File: config.mk
export PLATFORM = sky130hd
export DESIGN_NAME = mac_dot_seq
export DESIGN_NICKNAME = d
export VERILOG_FILES = /design/src/rtl/mac_pkg.sv /design/src/rtl/mac_pipe.sv /design/src/rtl/mac_dot_seq.sv
export SDC_FILE = /design/constraint.sdc
export NUM_CORES = 1
export LEC_CHECK = 0
export BUFFER_PORTS_ARGS = -buffer_cell sky130_fd_sc_hd__clkbuf_2
export CORE_MARGIN = 4
export CORE_UTILIZATION = 34
export DETAILED_ROUTE_END_ITERATION = 8
export GPL_TIMING_DRIVEN = 0
export PLACE_DENSITY = 0.61
export SYNTH_ARGS = -nofsm -noshare
export SYNTH_HDL_FRONTEND = slang
export SYNTH_SLANG_ARGS = --single-unit
File: constraint.sdc
create_clock -name clk -period 3.72 [get_ports clk]
set_input_delay 0.744 -clock clk [delete_from_list [all_inputs] [get_ports clk]]
set_output_delay 0.744 -clock clk [all_outputs]
set_load 0.01 [all_outputs]
File: src/rtl/mac_pkg.sv
// mac_pkg: shared state encoding, default widths and width check for the MAC sequencer
`ifndef MAC_PKG_SV
`define MAC_PKG_SV

`define MAC_CHECK_WIDTHS(dw, aw) \
    if ((aw) < 2 * (dw)) begin : g_bad_widths \
        $error("mac_dot_seq: ACC_W must be at least 2*DATA_W"); \
    end

package mac_pkg;
    localparam int DATA_W_DEF = 8;
    localparam int ACC_W_DEF  = 16;
    localparam int LEN_W_DEF  = 8;

    typedef enum logic [1:0] {IDLE, RUN, DRAIN, DONE} state_t;
endpackage

`endif

File: src/rtl/mac_pipe.sv
// mac_pipe: product register followed by a wrapping accumulator with a sticky carry-out flag
module mac_pipe
    import mac_pkg::*;
#(
    parameter int DATA_W = DATA_W_DEF,
    parameter int ACC_W  = ACC_W_DEF
) (
    input  logic              clk,
    input  logic              reset_n,
    input  logic              load_init,
    input  logic [ACC_W-1:0]  init,
    input  logic              in_valid,
    input  logic [DATA_W-1:0] a,
    input  logic [DATA_W-1:0] b,
    output logic [ACC_W-1:0]  acc,
    output logic              ovf,
    output logic              busy
);
    logic [2*DATA_W-1:0] prod;
    logic                prod_valid;
    logic [ACC_W:0]      sum;

    // the extra top bit of the sum is the carry out of the accumulator
    assign sum  = {1'b0, acc} + (ACC_W + 1)'(prod);
    assign busy = in_valid | prod_valid;

    // stage 1 registers the product, stage 2 folds it into the accumulator
    always_ff @(posedge clk or negedge reset_n) begin
        if (!reset_n) begin
            prod       <= '0;
            prod_valid <= 1'b0;
            acc        <= '0;
            ovf        <= 1'b0;
        end else begin
            prod_valid <= in_valid;
            if (in_valid)
                prod <= a * b;
            if (load_init) begin
                acc <= init;
                ovf <= 1'b0;
            end else if (prod_valid) begin
                acc <= sum[ACC_W-1:0];
                ovf <= ovf | sum[ACC_W];
            end
        end
    end
endmodule

File: src/rtl/mac_dot_seq.sv
// mac_dot_seq: job sequencer streaming operand pairs through the MAC pipe, one result per job
module mac_dot_seq
    import mac_pkg::*;
#(
    parameter int DATA_W = DATA_W_DEF,
    parameter int ACC_W  = ACC_W_DEF,
    parameter int LEN_W  = LEN_W_DEF
) (
    input  logic              clk,
    input  logic              reset_n,
    input  logic              start_valid,
    output logic              start_ready,
    input  logic [LEN_W-1:0]  start_len,
    input  logic [ACC_W-1:0]  start_init,
    input  logic              op_valid,
    output logic              op_ready,
    input  logic [DATA_W-1:0] op_a,
    input  logic [DATA_W-1:0] op_b,
    output logic              res_valid,
    input  logic              res_ready,
    output logic [ACC_W-1:0]  res_data,
    output logic              res_ovf,
    output logic              busy
);
    `MAC_CHECK_WIDTHS(DATA_W, ACC_W)

    state_t           state;
    logic [LEN_W-1:0] len;
    logic [LEN_W-1:0] cnt;
    logic             pipe_busy;

    assign busy = state != IDLE;

    mac_pipe #(.DATA_W(DATA_W), .ACC_W(ACC_W)) u_pipe (
        .clk       (clk),
        .reset_n   (reset_n),
        .load_init (start_valid & start_ready),
        .init      (start_init),
        .in_valid  (op_valid & op_ready),
        .a         (op_a),
        .b         (op_b),
        .acc       (res_data),
        .ovf       (res_ovf),
        .busy      (pipe_busy)
    );

    // job FSM; handshake readies and res_valid are registered alongside the state
    always_ff @(posedge clk or negedge reset_n) begin
        if (!reset_n) begin
            state       <= IDLE;
            len         <= '0;
            cnt         <= '0;
            start_ready <= 1'b1;
            op_ready    <= 1'b0;
            res_valid   <= 1'b0;
        end else begin
            case (state)
                IDLE: if (start_valid) begin
                    len         <= start_len;
                    cnt         <= '0;
                    start_ready <= 1'b0;
                    if (start_len == '0) begin
                        state     <= DONE;
                        res_valid <= 1'b1;
                    end else begin
                        state    <= RUN;
                        op_ready <= 1'b1;
                    end
                end
                RUN: if (op_valid) begin
                    cnt <= cnt + LEN_W'(1);
                    if (cnt == len - LEN_W'(1)) begin
                        state    <= DRAIN;
                        op_ready <= 1'b0;
                    end
                end
                DRAIN: if (!pipe_busy) begin
                    state     <= DONE;
                    res_valid <= 1'b1;
                end
                DONE: if (res_ready) begin
                    state       <= IDLE;
                    res_valid   <= 1'b0;
                    start_ready <= 1'b1;
                end
                default: state <= IDLE;
            endcase
        end
    end
endmodule

; Yosys cells after proc, flatten, opt, wreduce, memory -nomap -nowiden
; Cells that the tools add are included.
[word_totals]
romBits = 0
n_memories = 0
reg_bits = 55
input_bits = 45
latchBits = 0
word_cells = 69
mem_bits_rw = 0
[op_classes]
multipliers = 1
n_div = 0
n_addsub = 3
magnitude_cmp = 0
n_eq_ne = 11
reduce_logical = 13
n_bitwise = 4
n_mux = 27
shifts = 0
[ops]
columns = op, n
row1 = 2-to-1 mux 16 bit, 2
row2 = adder 16 x 16 -> 17 bit, 1
row3 = multiplier 8 x 8 -> 16 bit, 1
row4 = 2-to-1 mux 8 bit, 2
row5 = one-hot mux 8 bit (2 select lines), 1
row6 = AND reduction 5 bit, 3
row7 = "inequality test 2 bit, second input constant", 7
row8 = 2-to-1 mux 1 bit, 12
row9 = 2-to-1 mux 2 bit, 6
row10 = "adder 8 x 1 -> 8 bit, second input constant", 1
row11 = equality test 8 bit, 1
row12 = logical NOT 8 bit, 1
row13 = one-hot mux 2 bit (4 select lines), 1
row14 = nonzero test 2 bit, 4
row15 = "subtractor 8 x 1 -> 8 bit, second input constant", 1
row16 = AND reduction 3 bit, 2
row17 = "equality test 2 bit, second input constant", 2
row18 = one-hot mux 1 bit (2 select lines), 2
row19 = one-hot mux 1 bit (3 select lines), 1
row20 = nonzero test 3 bit, 1
row21 = AND 1 bit, 2
row22 = "equality test 2 x 1 -> 1 bit, second input constant", 1
row23 = logical NOT 2 bit, 1
row24 = bitwise OR 1 bit, 2
row25 = AND reduction 2 bit, 1

; Longest topological paths before layout
; Gate-level depths: netlist of the first run.
[logic_depth]
word_depth = 5
ltp_mapped = 16
mapped_depth_nobuf = 16

; Cells and area by module
; A second synthesis of the first run with hierarchy kept.
[unflattened]
cells_unflattened = 591
hier_area_um2 = 5621.6
[by_module_without_submodules]
columns = mod, seq_area_each_um2, cells_each, n_inst, area_per_inst_um2
row1 = mac_pipe, 850.8, 455, 1, 4300.4
row2 = mac_dot_seq, 526.8, 136, 1, 1321.3

; Least setup slack after synthesis of the first run
; No wires, ideal clock.
[synth_timing]
kind = input to register
from = input op_a[1]
to = register u_pipe.prod[14]
setup_ns = 0.124
path_stages = 14
slack_ns = -0.721
path_buffers = 0
arrival_time_ns = 4.317
cell_sequence = and2_1 fa_1 fa_1 fa_1 inv_1 fa_1 inv_1 ha_1 o21a_1 o211ai_1 or2_1 nand4_1 o311ai_1 a211o_1
[synth_via]
elab_chain_cells = 1
[synth_lines]
columns = item, line_no
row1 = "start, declared", mac_dot_seq.sv:17  ; input logic [DATA_W-1:0] op_a,
row2 = multiplier 8 x 8 -> 16 bit, mac_pipe.sv:37  ; prod <= a * b;
row3 = "end signal, assigned", mac_pipe.sv:37
row4 = "end, declared", mac_pipe.sv:19  ; logic [2*DATA_W-1:0] prod;
; Every way passes these cells.
; A chain may end at the register's enable or synchronous reset.

; Final worst setup path of the first run
[layout_timing]
from = input op_b[6]
to = register u_pipe.prod[14]
[layout_via]
elab_chain_cells = 1
[layout_lines]
columns = item, line_no
row1 = "start, declared", mac_dot_seq.sv:18  ; input logic [DATA_W-1:0] op_b,
row2 = multiplier 8 x 8 -> 16 bit, mac_pipe.sv:37
; Every way passes these cells.

==> results of run 1 <==
==> cells in the final DEF, fill, tap and decap left out, types with 11 or more instances in the layout <==
cell      netlist  routed
o21ai_1        25      25
dfrtp_1        54      54
a21o_1         11      11
buf_4           4      22
clkbuf_2        0      48
ha_1           58      53
nor2_1         28      27
and2_4          0      12
clkbuf_1       14      15
o21a_1         12      12
a21oi_1        33      27
mux2i_1        13      13
xor2_1         15      15
nand2_1        67      66
inv_2           2      11
fa_1           37      33
inv_1          64      55
and2_1         58      46
==> flip-flops by register name (all words and copies together) (netlist names) <==
name               flops
u_pipe.acc            16
u_pipe.prod           16
cnt                    8
len                    8
state                  2
op_ready               1
res_valid              1
start_ready            1
u_pipe.ovf             1
u_pipe.prod_valid      1
==> stage by stage <==
stage | area, µm² | std cells
final | 6964 | 945
after global routing | 6964 | 945
after CTS | 6800 | 936
after detailed placement | 6386 | 917
after global placement | 6384 | 917
after floorplan | 5798 | 638
==> worst max path at each step <==
stage / start / endpoint
2_1_floorplan: op_a[3] / u_pipe.prod[14]
3_3_place_gp: op_a[4] / u_pipe.prod[14]
3_5_place_dp: op_a[4] / u_pipe.prod[14]
4_1_cts: op_a[4] / u_pipe.prod[14]
5_1_grt: op_b[6] / u_pipe.prod[14]
6_report: op_b[6] / u_pipe.prod[14]
==> worst max-delay path, stage by stage <==
cell and delay (ns):
buf_8 0.10, and2_4 0.15, fa_1 0.50, fa_1 0.52
fa_1 0.49, inv_1 0.05, fa_1 0.48, inv_2 0.04
ha_4 0.26, o21a_1 0.15, o211ai_1 0.11, or2_1 0.28
nand4_1 0.11, o311ai_2 0.10, a211o_1 0.24
==> cell usage after synthesis (13+ instances only) <==
cell type / instances
clkbuf_1: 14
and2_1: 58
ha_1: 58
nand2_1: 67
inv_1: 64
xor2_1: 15
a21oi_1: 33
mux2i_1: 13
nor2_1: 28
o21ai_1: 25
fa_1: 37
dfrtp_1: 54
==> cells by family (layout without fill, tap and decap cells) <==
family                     Yosys count  after routing
xor gates and xnor gates            23             23
buffers and inverters               85            176
AOI/OAI and AO/OA                  142            142
muxes                               21             21
DFF                                 55             55
adders and majority gates           95             95
and+or+nand+nor                    217            217
==> metal layers <==
metal  vias up  global-route usage, %  routed length (µm)
li1       2372                      -                   -
met1      2292                  20.61                6359
met2        85                  27.19                6849
met3         9                  1.691                 496
met4         0                  2.716                 107
met5         -                      0                   0
==> power by group through the flow <==
stage	Clock (mW)	Combinational (mW)	Sequential, mW
finish	0.548	1.51	0.688
global placement	0	1.22	0.698
global route	0.587	1.71	0.695
detailed placement	0	1.24	0.699
CTS	0.565	1.38	0.687
floorplan	0	0.975	0.690
==> cell type report <==
class	instances	area [µm²]
multi-input cells	498	4192
fillers	1627	9151
flip-flops and latches	55	1378
plain buffers	19	93.84
well taps	216	270.3
repair buffers	83	615.6
clock buffers	6	128.9
clock inverters	2	38.79
inverters	66	247.7
==> repair_timing <==
action,in CTS,in global routing
endpoints found under the setup margin,8,9
gates cloned,0,0
buffers inserted,11,10
endpoints found under the hold margin,0,0
pin swaps,26,31
gates resized for setup,40,32
==> metrics.cfg, run 1 <==
[synthesis]
synth-seq-cells=55
synth_area_mm2=0.005670
synth-edff-count=0
yosys.area.top_type=dfrtp_1
ys_warn_count=0
synth_top_area_share_pct=23.83
syn_area_per_cell_um2=8.888
synth_top_family_by_area=adder cells
synthXorXnorAreaFrac_pct=3.553
synth_cell_types=58
synth_compound_area_share_pct=16.46
synthFlopType=dfrtp_1
synth_fa_ha_area_share_pct=25.86
ys_seq_area_share_pct=24.29
muxShareOfSynthArea_pct=3.883
netlist_top_cells_area=dfrtp_1 24%, fa_1 13%, ha_1 13%, and2_1 6.4%, nand2_1 4.4%
synth_simple_gate_area_share_pct=19.92
synthArstFlopShare_pct=100.0
syn-num-nets=778
syn_inst=638

[layout]
fin_nets=868
num_antenna_cells=0
finalCoreUtilization_pct=43.21
drive_gt1_share_pct=22.36
syn2layout_area_growth_pct=22.82

[timing]
setup_tns_ns=-2.394
finalSetupViolations=10
fin_crit_sh_pct=111.5
finalHoldViolations=0
clock.fmax_mhz=241.0
slew_viol_final=0
skew_ns=0.01025
rsz0062_at_grt=true
worst_pin_slew_ns=0.7709
fin_hold_ws_ns=0.4822
slew-limit-headroom_pct=48.61
final.setup.worst_slack_ns=-0.4287
period_needed_ns=4.149

[setup_path]
r2r_end=u_pipe.acc[14]
critPathMaxFanout=7
cp-start-kind=input pin
r2r_setup_slack_ns=1.20
r2r-start=u_pipe.acc[0]
cp_data_arrival_time_ns=4.33
crit_required_ns=3.90
endpoint_kind=register
reg2regPathDepth=9
path_class=input pin to register

[flow_run]
drv_cap=0

[global_route]
grt_pass1_wl_um=23600
antenna_found_initial=0
grt_start_max_net_pins=56
first_global_vias=4729
grt.total_usage_pct=15.42
overflow=0

[power_and_ir_drop]
clkPwrFrac_pct=19.9
p_total_mw=2.749
p_seq_share_pct=25.0
comb_power_share_pct=55.1
p_per_area_mw_per_mm2=394.8
p_sw_mw=1.052
intPower_mw=1.698
leakage_nw=3.339
swShare_pct=38.25
peakVddDrop_uv=177.5

[drt]
first_iter_violations=166
via_count=4758
drt_pass1_iterations=4
route.antenna.remaining_nets=0
drc=0
wirelength_um=13810
wl_per_cell_um=14.62
vias_per_cell=5.035

[cts]
clock-sinks=55
clockBufferDepth=2
insertion_delay_ns=0.30
numCtsBuffers=5
cts.clk_slew.worst_paths_ns=0.08
htreeDepth=2
cts_hold_buf=0
cts_tree=built
cts_root_buffer=clkbuf_16

[floorplan]
placementRows=46
io_pins=66
fp.dieW_um=137.1
coreArea_mm2=0.01612
initial_utilization_pct=35.19
fp.dieH_um=137.1
fp.dieArea_mm2=0.01881

[placement]
place.port_buffers=63
routabilityCongestion=0.8099
detailed_place_hpwl_um=10910
dpl_worst_slack_ns=-0.8741

[hold_path]
min_path_cells=2
min_from=u_pipe.prod[0]
hold_end=u_pipe.prod[0]
holdCritPathClass=register to register

[run_status]
violations=negative setup slack
status=finished with violations

Power figures use the tool's default switching activity.
==> run 2: changes to the inputs <==
--- a/config.mk
+++ b/config.mk
@@ -11,6 +11,7 @@
 export DETAILED_ROUTE_END_ITERATION = 8
 export GPL_TIMING_DRIVEN = 0
 export PLACE_DENSITY = 0.61
+export SETUP_SLACK_MARGIN = 0.15
 export SYNTH_ARGS = -nofsm -noshare
 export SYNTH_HDL_FRONTEND = slang
 export SYNTH_SLANG_ARGS = --single-unit
==> run 2 against run 1 <==
The flow still finishes with violations (negative setup slack). Worst setup slack worse by 0.047 ns. Die area stayed put. First-iteration DRC count is 21% lower. Non-clock buffer count is 5 lower. Hold slack better by 0.0011 ns. Fmax is 1.1% lower. Via count is 0.95% lower. Largest cell class unchanged. Register-to-register slack hardly changed. Clock-buffer cell count is 1 lower. Core utilization is 0.16 points lower.
==> metrics.cfg, run 2 (same netlist as run 1, synthesis figures left out) <==
[power_and_ir_drop]
p_per_area_mw_per_mm2=395.5  ; was 394.8 mW/mm²
peakVddDrop_uv=230.8  ; was 177.5 µV
leakage_nw=3.323  ; was 3.339 nW

[cts]
htreeDepth=2  ; unchanged
clockBufferDepth=2  ; unchanged
clock-sinks=55  ; unchanged
cts_root_buffer=clkbuf_16  ; unchanged
insertion_delay_ns=0.30  ; about the same
cts_tree=built  ; unchanged
numCtsBuffers=5  ; unchanged
cts.clk_slew.worst_paths_ns=0.08  ; about the same

[floorplan]
io_pins=66  ; unchanged
fp.dieW_um=137.1  ; unchanged
fp.dieArea_mm2=0.01881  ; unchanged
placementRows=46  ; unchanged
initial_utilization_pct=35.19  ; unchanged
coreArea_mm2=0.01612  ; unchanged
fp.dieH_um=137.1  ; unchanged

[layout]
syn2layout_area_growth_pct=22.35  ; was 22.82%
seqCellArea_mm2=0.001378  ; unchanged
instances_no_fill=940  ; was 945
multi_input_area_mm2=0.004185  ; was 0.004192 mm²
finalCoreUtilization_pct=43.05  ; was 43.21%
largestRegisters=u_pipe.acc: 16 flops, u_pipe.prod: 16 flops  ; unchanged
num_antenna_cells=0  ; unchanged
drive_gt1_share_pct=22.38  ; was 22.36%
fin_nets=863  ; was 868
final_common_cell=nand2_1  ; unchanged
fill_cells=1598  ; was 1627
final_cell_mix=66 x nand2_1, 54 x inv_1, 54 x dfrtp_1  ; was 66 x nand2_1, 55 x inv_1, 54 x dfrtp_1

[setup_path]
reg2regPathDepth=9  ; unchanged
crit_required_ns=3.93  ; was 3.90 ns
path_class=input pin to register  ; unchanged
cp-start-kind=input pin  ; unchanged
r2r-start=u_pipe.acc[0]  ; unchanged
endpoint_kind=register  ; unchanged
r2r_end=u_pipe.acc[14]  ; unchanged
cp_data_arrival_time_ns=4.41  ; was 4.33 ns
critPathMaxFanout=4  ; was 7
r2r_setup_slack_ns=1.20  ; about the same

[hold_path]
holdCritPathClass=register to register  ; unchanged
min_path_cells=2  ; unchanged
hold_end=u_pipe.prod[0]  ; unchanged
min_from=u_pipe.prod[0]  ; unchanged

[placement]
detailed_place_hpwl_um=10950  ; was 10910 µm
place.port_buffers=63  ; unchanged
place_inst=917  ; unchanged
routabilityCongestion=0.8534  ; was 0.8099
dpl_worst_slack_ns=-0.9363  ; was -0.8741 ns

[timing]
worst_pin_slew_ns=0.7828  ; was 0.7709 ns
rsz0062_at_grt=true  ; unchanged
finalHoldViolations=0  ; unchanged
slew-limit-headroom_pct=47.81  ; was 48.61%
clock.fmax_mhz=238.3  ; was 241.0 MHz
fin_crit_sh_pct=112.8  ; was 111.5%
setup_tns_ns=-2.729  ; was -2.394 ns
slew_viol_final=0  ; unchanged
finalSetupViolations=8  ; was 10
final.setup.worst_slack_ns=-0.4755  ; was -0.4287 ns
skew_ns=0.01265  ; was 0.01025 ns
period_needed_ns=4.196  ; was 4.149 ns

[drt]
wirelength_um=13800  ; was 13810 µm
wl_per_cell_um=14.68  ; was 14.62 µm
route.antenna.remaining_nets=0  ; unchanged
via_count=4713  ; was 4758
drc=0  ; unchanged
drt_pass1_iterations=5  ; was 4
vias_per_cell=5.014  ; was 5.035
first_iter_violations=131  ; was 166

[global_route]
grt.total_usage_pct=15.25  ; was 15.42%
antenna_found_initial=0  ; unchanged
grt_pass1_wl_um=23570  ; was 23600 µm
grt_start_max_net_pins=56  ; unchanged
overflow=0  ; unchanged
first_global_vias=4783  ; was 4729

[run_status]
violations=negative setup slack  ; unchanged
status=finished with violations  ; unchanged

[flow_run]
drv_cap=0  ; unchanged

-- run 2: how the worst max path moves through the flow --
stage,startpoint,to,slack [ns],cells after the start
after global routing,op_a[2],u_pipe.prod[14],-0.60,15
after CTS,op_a[4],u_pipe.prod[14],-0.45,15
after global placement,op_a[6],u_pipe.prod[14],-0.89,15
final,op_a[6],u_pipe.prod[15],-0.48,15
after detailed placement,op_a[3],u_pipe.prod[15],-0.94,15
after floorplan,op_a[3],u_pipe.prod[14],-0.49,14
-- run 2: where the power goes --
part           internal, mW  switching [mW]  total (mW)  leakage, nW
combinational         0.729           0.775        1.50         2.56
clock                 0.321           0.231       0.552       0.0804
sequential            0.642          0.0471       0.689        0.686
total                  1.69            1.05        2.74         3.32
-- run 2: per-stage QoR --
| step | hold WS (ns) | cell area (µm²) | power [mW] |
|---|---|---|---|
| after detailed placement | 0.4698 | 6391 | 1.947 |
| after global placement | 0.4646 | 6389 | 1.928 |
| after CTS | 0.4877 | 6778 | 2.630 |
| final | 0.4832 | 6938 | 2.744 |
| after global routing | 0.5258 | 6938 | 2.985 |
| after floorplan | 0.4428 | 5803 | 1.665 |
-- run 2: worst max-delay path, stage by stage --
cell and delay, ns:
clkbuf_16 0.12, and2_4 0.15, fa_1 0.54, fa_1 0.44
fa_1 0.53, inv_2 0.04, fa_1 0.51, inv_2 0.04
ha_4 0.21, o21a_1 0.20, o211ai_1 0.22, or2_1 0.20
a21o_1 0.16, a21oi_2 0.07, a211oi_2 0.21
-- run 2: metal layers --
| layer | GRT usage, % | vias up | part of all wire (%) |
|---|---|---|---|
| li1 | - | 2355 | - |
| met1 | 19.52 | 2285 | 45 |
| met2 | 28.12 | 63 | 52 |
| met3 | 1.875 | 10 | 2.6 |
| met4 | 1.885 | 0 | 0.72 |
| met5 | 0 | - | 0 |
-- run 2: layout make-up --
class                   count  area share, %
flip-flops and latches     55          19.86
clock buffers               5          1.803
repair buffers             78          8.494
well taps                 216          3.895
plain buffers              19          1.353
multi-input cells         498          60.32
inverters                  66          3.607
clock inverters             3         0.6673
-- run 2: what timing repair did --
action                     4_1_cts  5_1_grt
hold buffers                     0        0
setup buffers                    7        8
setup endpoints to repair        9       10
gates resized for setup         38       35
pin swaps                       19       27
==> run 3: changes to the inputs <==
--- a/config.mk
+++ b/config.mk
@@ -5,7 +5,7 @@
 export SDC_FILE = /design/constraint.sdc
 export NUM_CORES = 1
 export LEC_CHECK = 0
-export BUFFER_PORTS_ARGS = -buffer_cell sky130_fd_sc_hd__clkbuf_2
+export BUFFER_PORTS_ARGS = -buffer_cell sky130_fd_sc_hd__buf_4
 export CORE_MARGIN = 4
 export CORE_UTILIZATION = 34
 export DETAILED_ROUTE_END_ITERATION = 8
==> run 3 against run 2 <==
The run still ends with negative setup slack left. Core utilization rose by 0.45 points. Routed wire length is 0.86% higher. Sequential power hardly changed. Cell area increased by 1.0%. Combinational power barely moved. Die area did not move. Non-clock buffer count rose by 2.
==> metrics.cfg, run 3 (same netlist as run 1, synthesis figures left out) <==
[run_status]
status=finished with violations  ; unchanged
violations=negative setup slack  ; unchanged

[global_route]
first_global_vias=4703  ; was 4783
grt_pass1_wl_um=22990  ; was 23570 µm
antenna_found_initial=0  ; unchanged
grt.total_usage_pct=14.94  ; was 15.25%
overflow=0  ; unchanged
grt_start_max_net_pins=56  ; unchanged

[setup_path]
r2r_end=u_pipe.acc[14]  ; unchanged
r2r-start=u_pipe.acc[0]  ; unchanged
crit_required_ns=3.90  ; was 3.93 ns
startpoint=op_b[2]  ; was op_a[6]
r2r_setup_slack_ns=1.24  ; was 1.20 ns
endpoint_kind=register  ; unchanged
path_class=input pin to register  ; unchanged
cp_data_arrival_time_ns=4.34  ; was 4.41 ns
critPathMaxFanout=3  ; was 4
crit_end=u_pipe.prod[15]  ; unchanged
cp-start-kind=input pin  ; unchanged
reg2regPathDepth=9  ; unchanged

[cts]
cts.clk_slew.worst_paths_ns=0.07  ; was 0.08 ns
clockBufferDepth=2  ; unchanged
cts_root_buffer=clkbuf_16  ; unchanged
clock-sinks=55  ; unchanged
insertion_delay_ns=0.30  ; about the same
numCtsBuffers=5  ; unchanged
cts_tree=built  ; unchanged
htreeDepth=2  ; unchanged

[floorplan]
fp.dieH_um=137.1  ; unchanged
initial_utilization_pct=35.19  ; unchanged
placementRows=46  ; unchanged
coreArea_mm2=0.01612  ; unchanged
fp.dieW_um=137.1  ; unchanged
io_pins=66  ; unchanged
fp.dieArea_mm2=0.01881  ; unchanged

[drt]
route.antenna.remaining_nets=0  ; unchanged
drt_pass1_iterations=4  ; was 5
wirelength_um=13910  ; was 13800 µm
first_iter_violations=99  ; was 131
vias_per_cell=4.975  ; was 5.014
via_count=4686  ; was 4713
drc=0  ; unchanged
wl_per_cell_um=14.77  ; was 14.68 µm

[layout]
drive_gt1_share_pct=21.90  ; was 22.38%
instances_no_fill=942  ; was 940
num_antenna_cells=0  ; unchanged
final_common_cell=buf_4  ; was nand2_1
final_cell_mix=69 x buf_4, 66 x nand2_1, 55 x inv_1  ; was 66 x nand2_1, 54 x inv_1, 54 x dfrtp_1
largestRegisters=u_pipe.acc: 16 flops, u_pipe.prod: 16 flops  ; unchanged
fin_nets=865  ; was 863
syn2layout_area_growth_pct=23.63  ; was 22.35%

[flow_run]
drv_cap=0  ; unchanged

[power_and_ir_drop]
peakVddDrop_uv=192.1  ; was 230.8 µV
p_per_area_mw_per_mm2=379.1  ; was 395.5 mW/mm²
leakage_nw=3.324  ; was 3.323 nW
p_total_mw=2.658  ; was 2.744 mW

[timing]
slew_viol_final=0  ; unchanged
fin_hold_ws_ns=0.4915  ; was 0.4832 ns
setup_tns_ns=-2.690  ; was -2.729 ns
final.setup.worst_slack_ns=-0.4428  ; was -0.4755 ns
skew_ns=0.01134  ; was 0.01265 ns
fin_crit_sh_pct=111.9  ; was 112.8%
period_needed_ns=4.163  ; was 4.196 ns
finalHoldViolations=0  ; unchanged
clock.fmax_mhz=240.2  ; was 238.3 MHz
worst_pin_slew_ns=0.7221  ; was 0.7828 ns
finalSetupViolations=9  ; was 8
rsz0062_at_grt=true  ; unchanged
slew-limit-headroom_pct=51.86  ; was 47.81%

[placement]
routabilityCongestion=0.8215  ; was 0.8534
place.port_buffers=63  ; unchanged
place_inst=917  ; unchanged
detailed_place_hpwl_um=10910  ; was 10950 µm

[hold_path]
holdCritPathClass=input pin to asynchronous set/reset pin  ; was register to register

-- run 3: cell type report --
cell class | instances | area (µm²)
Sequential cell | 55 | 1378
Inverter | 66 | 247.7
Tap cell | 216 | 270.3
Timing Repair Buffer | 80 | 681.9
Multi-Input combinational cell | 498 | 4188
Clock buffer | 7 | 142.6
Clock inverter | 1 | 8.758
Buffer | 19 | 93.84
Fill cell | 1640 | 9105
-- run 3: stage by stage --
| stage | instance area (µm²) | util (%) | setup slack (ns) |
|---|---|---|---|
| 2_1_floorplan | 5803 | - | -0.4867 |
| 3_5_place_dp | 6546 | 40.62 | -0.8703 |
| 5_1_grt | 7010 | 43.50 | -0.5411 |
| 6_report | 7010 | 43.50 | -0.4428 |
| 4_1_cts | 6887 | 42.73 | -0.3971 |
| 3_3_place_gp | 6546 | 40.62 | -0.8397 |
-- run 3: worst min-delay path by stage --
stage	to	slack [ns]	cells past startpoint
after floorplan	u_pipe.prod[0]	0.44	2
after global placement	u_pipe.prod[0]	0.46	2
after detailed placement	u_pipe.prod[0]	0.48	2
after CTS	u_pipe.prod[0]	0.49	2
after global routing	u_pipe.prod[2]	0.53	2
final	len[6]	0.49	1
-- run 3: worst max-delay path, cell delays in order --
cell and delay (ns):
buf_8 0.10, and2_4 0.15, fa_1 0.50, fa_1 0.51
fa_1 0.49, inv_1 0.05, fa_1 0.49, inv_2 0.05
ha_4 0.26, o21a_1 0.14, o211ai_1 0.11, or2_1 0.28
a21o_1 0.22, a21oi_1 0.21, a211oi_2 0.06
-- run 3: routing by layer --
layer / vias to the layer above / track usage [%] / routed length [µm]
met5: - / 0 / 0
met4: 0 / 2.938 / 174
met3: 16 / 1.838 / 391
met2: 61 / 27.00 / 6953
met1: 2249 / 19.15 / 6395
li1: 2360 / - / -
-- run 3: power breakdown --
group / internal, mW / total, mW / switching [mW]
registers: 0.642 / 0.689 / 0.0472
clock network: 0.270 / 0.495 / 0.224
logic: 0.712 / 1.47 / 0.762
-- run 3: what timing repair did --
item,4_1_cts,5_1_grt
hold buffers,0,0
gates resized for setup,31,16
setup buffers,10,7
pin swaps,24,21
endpoints found under the setup margin,9,9
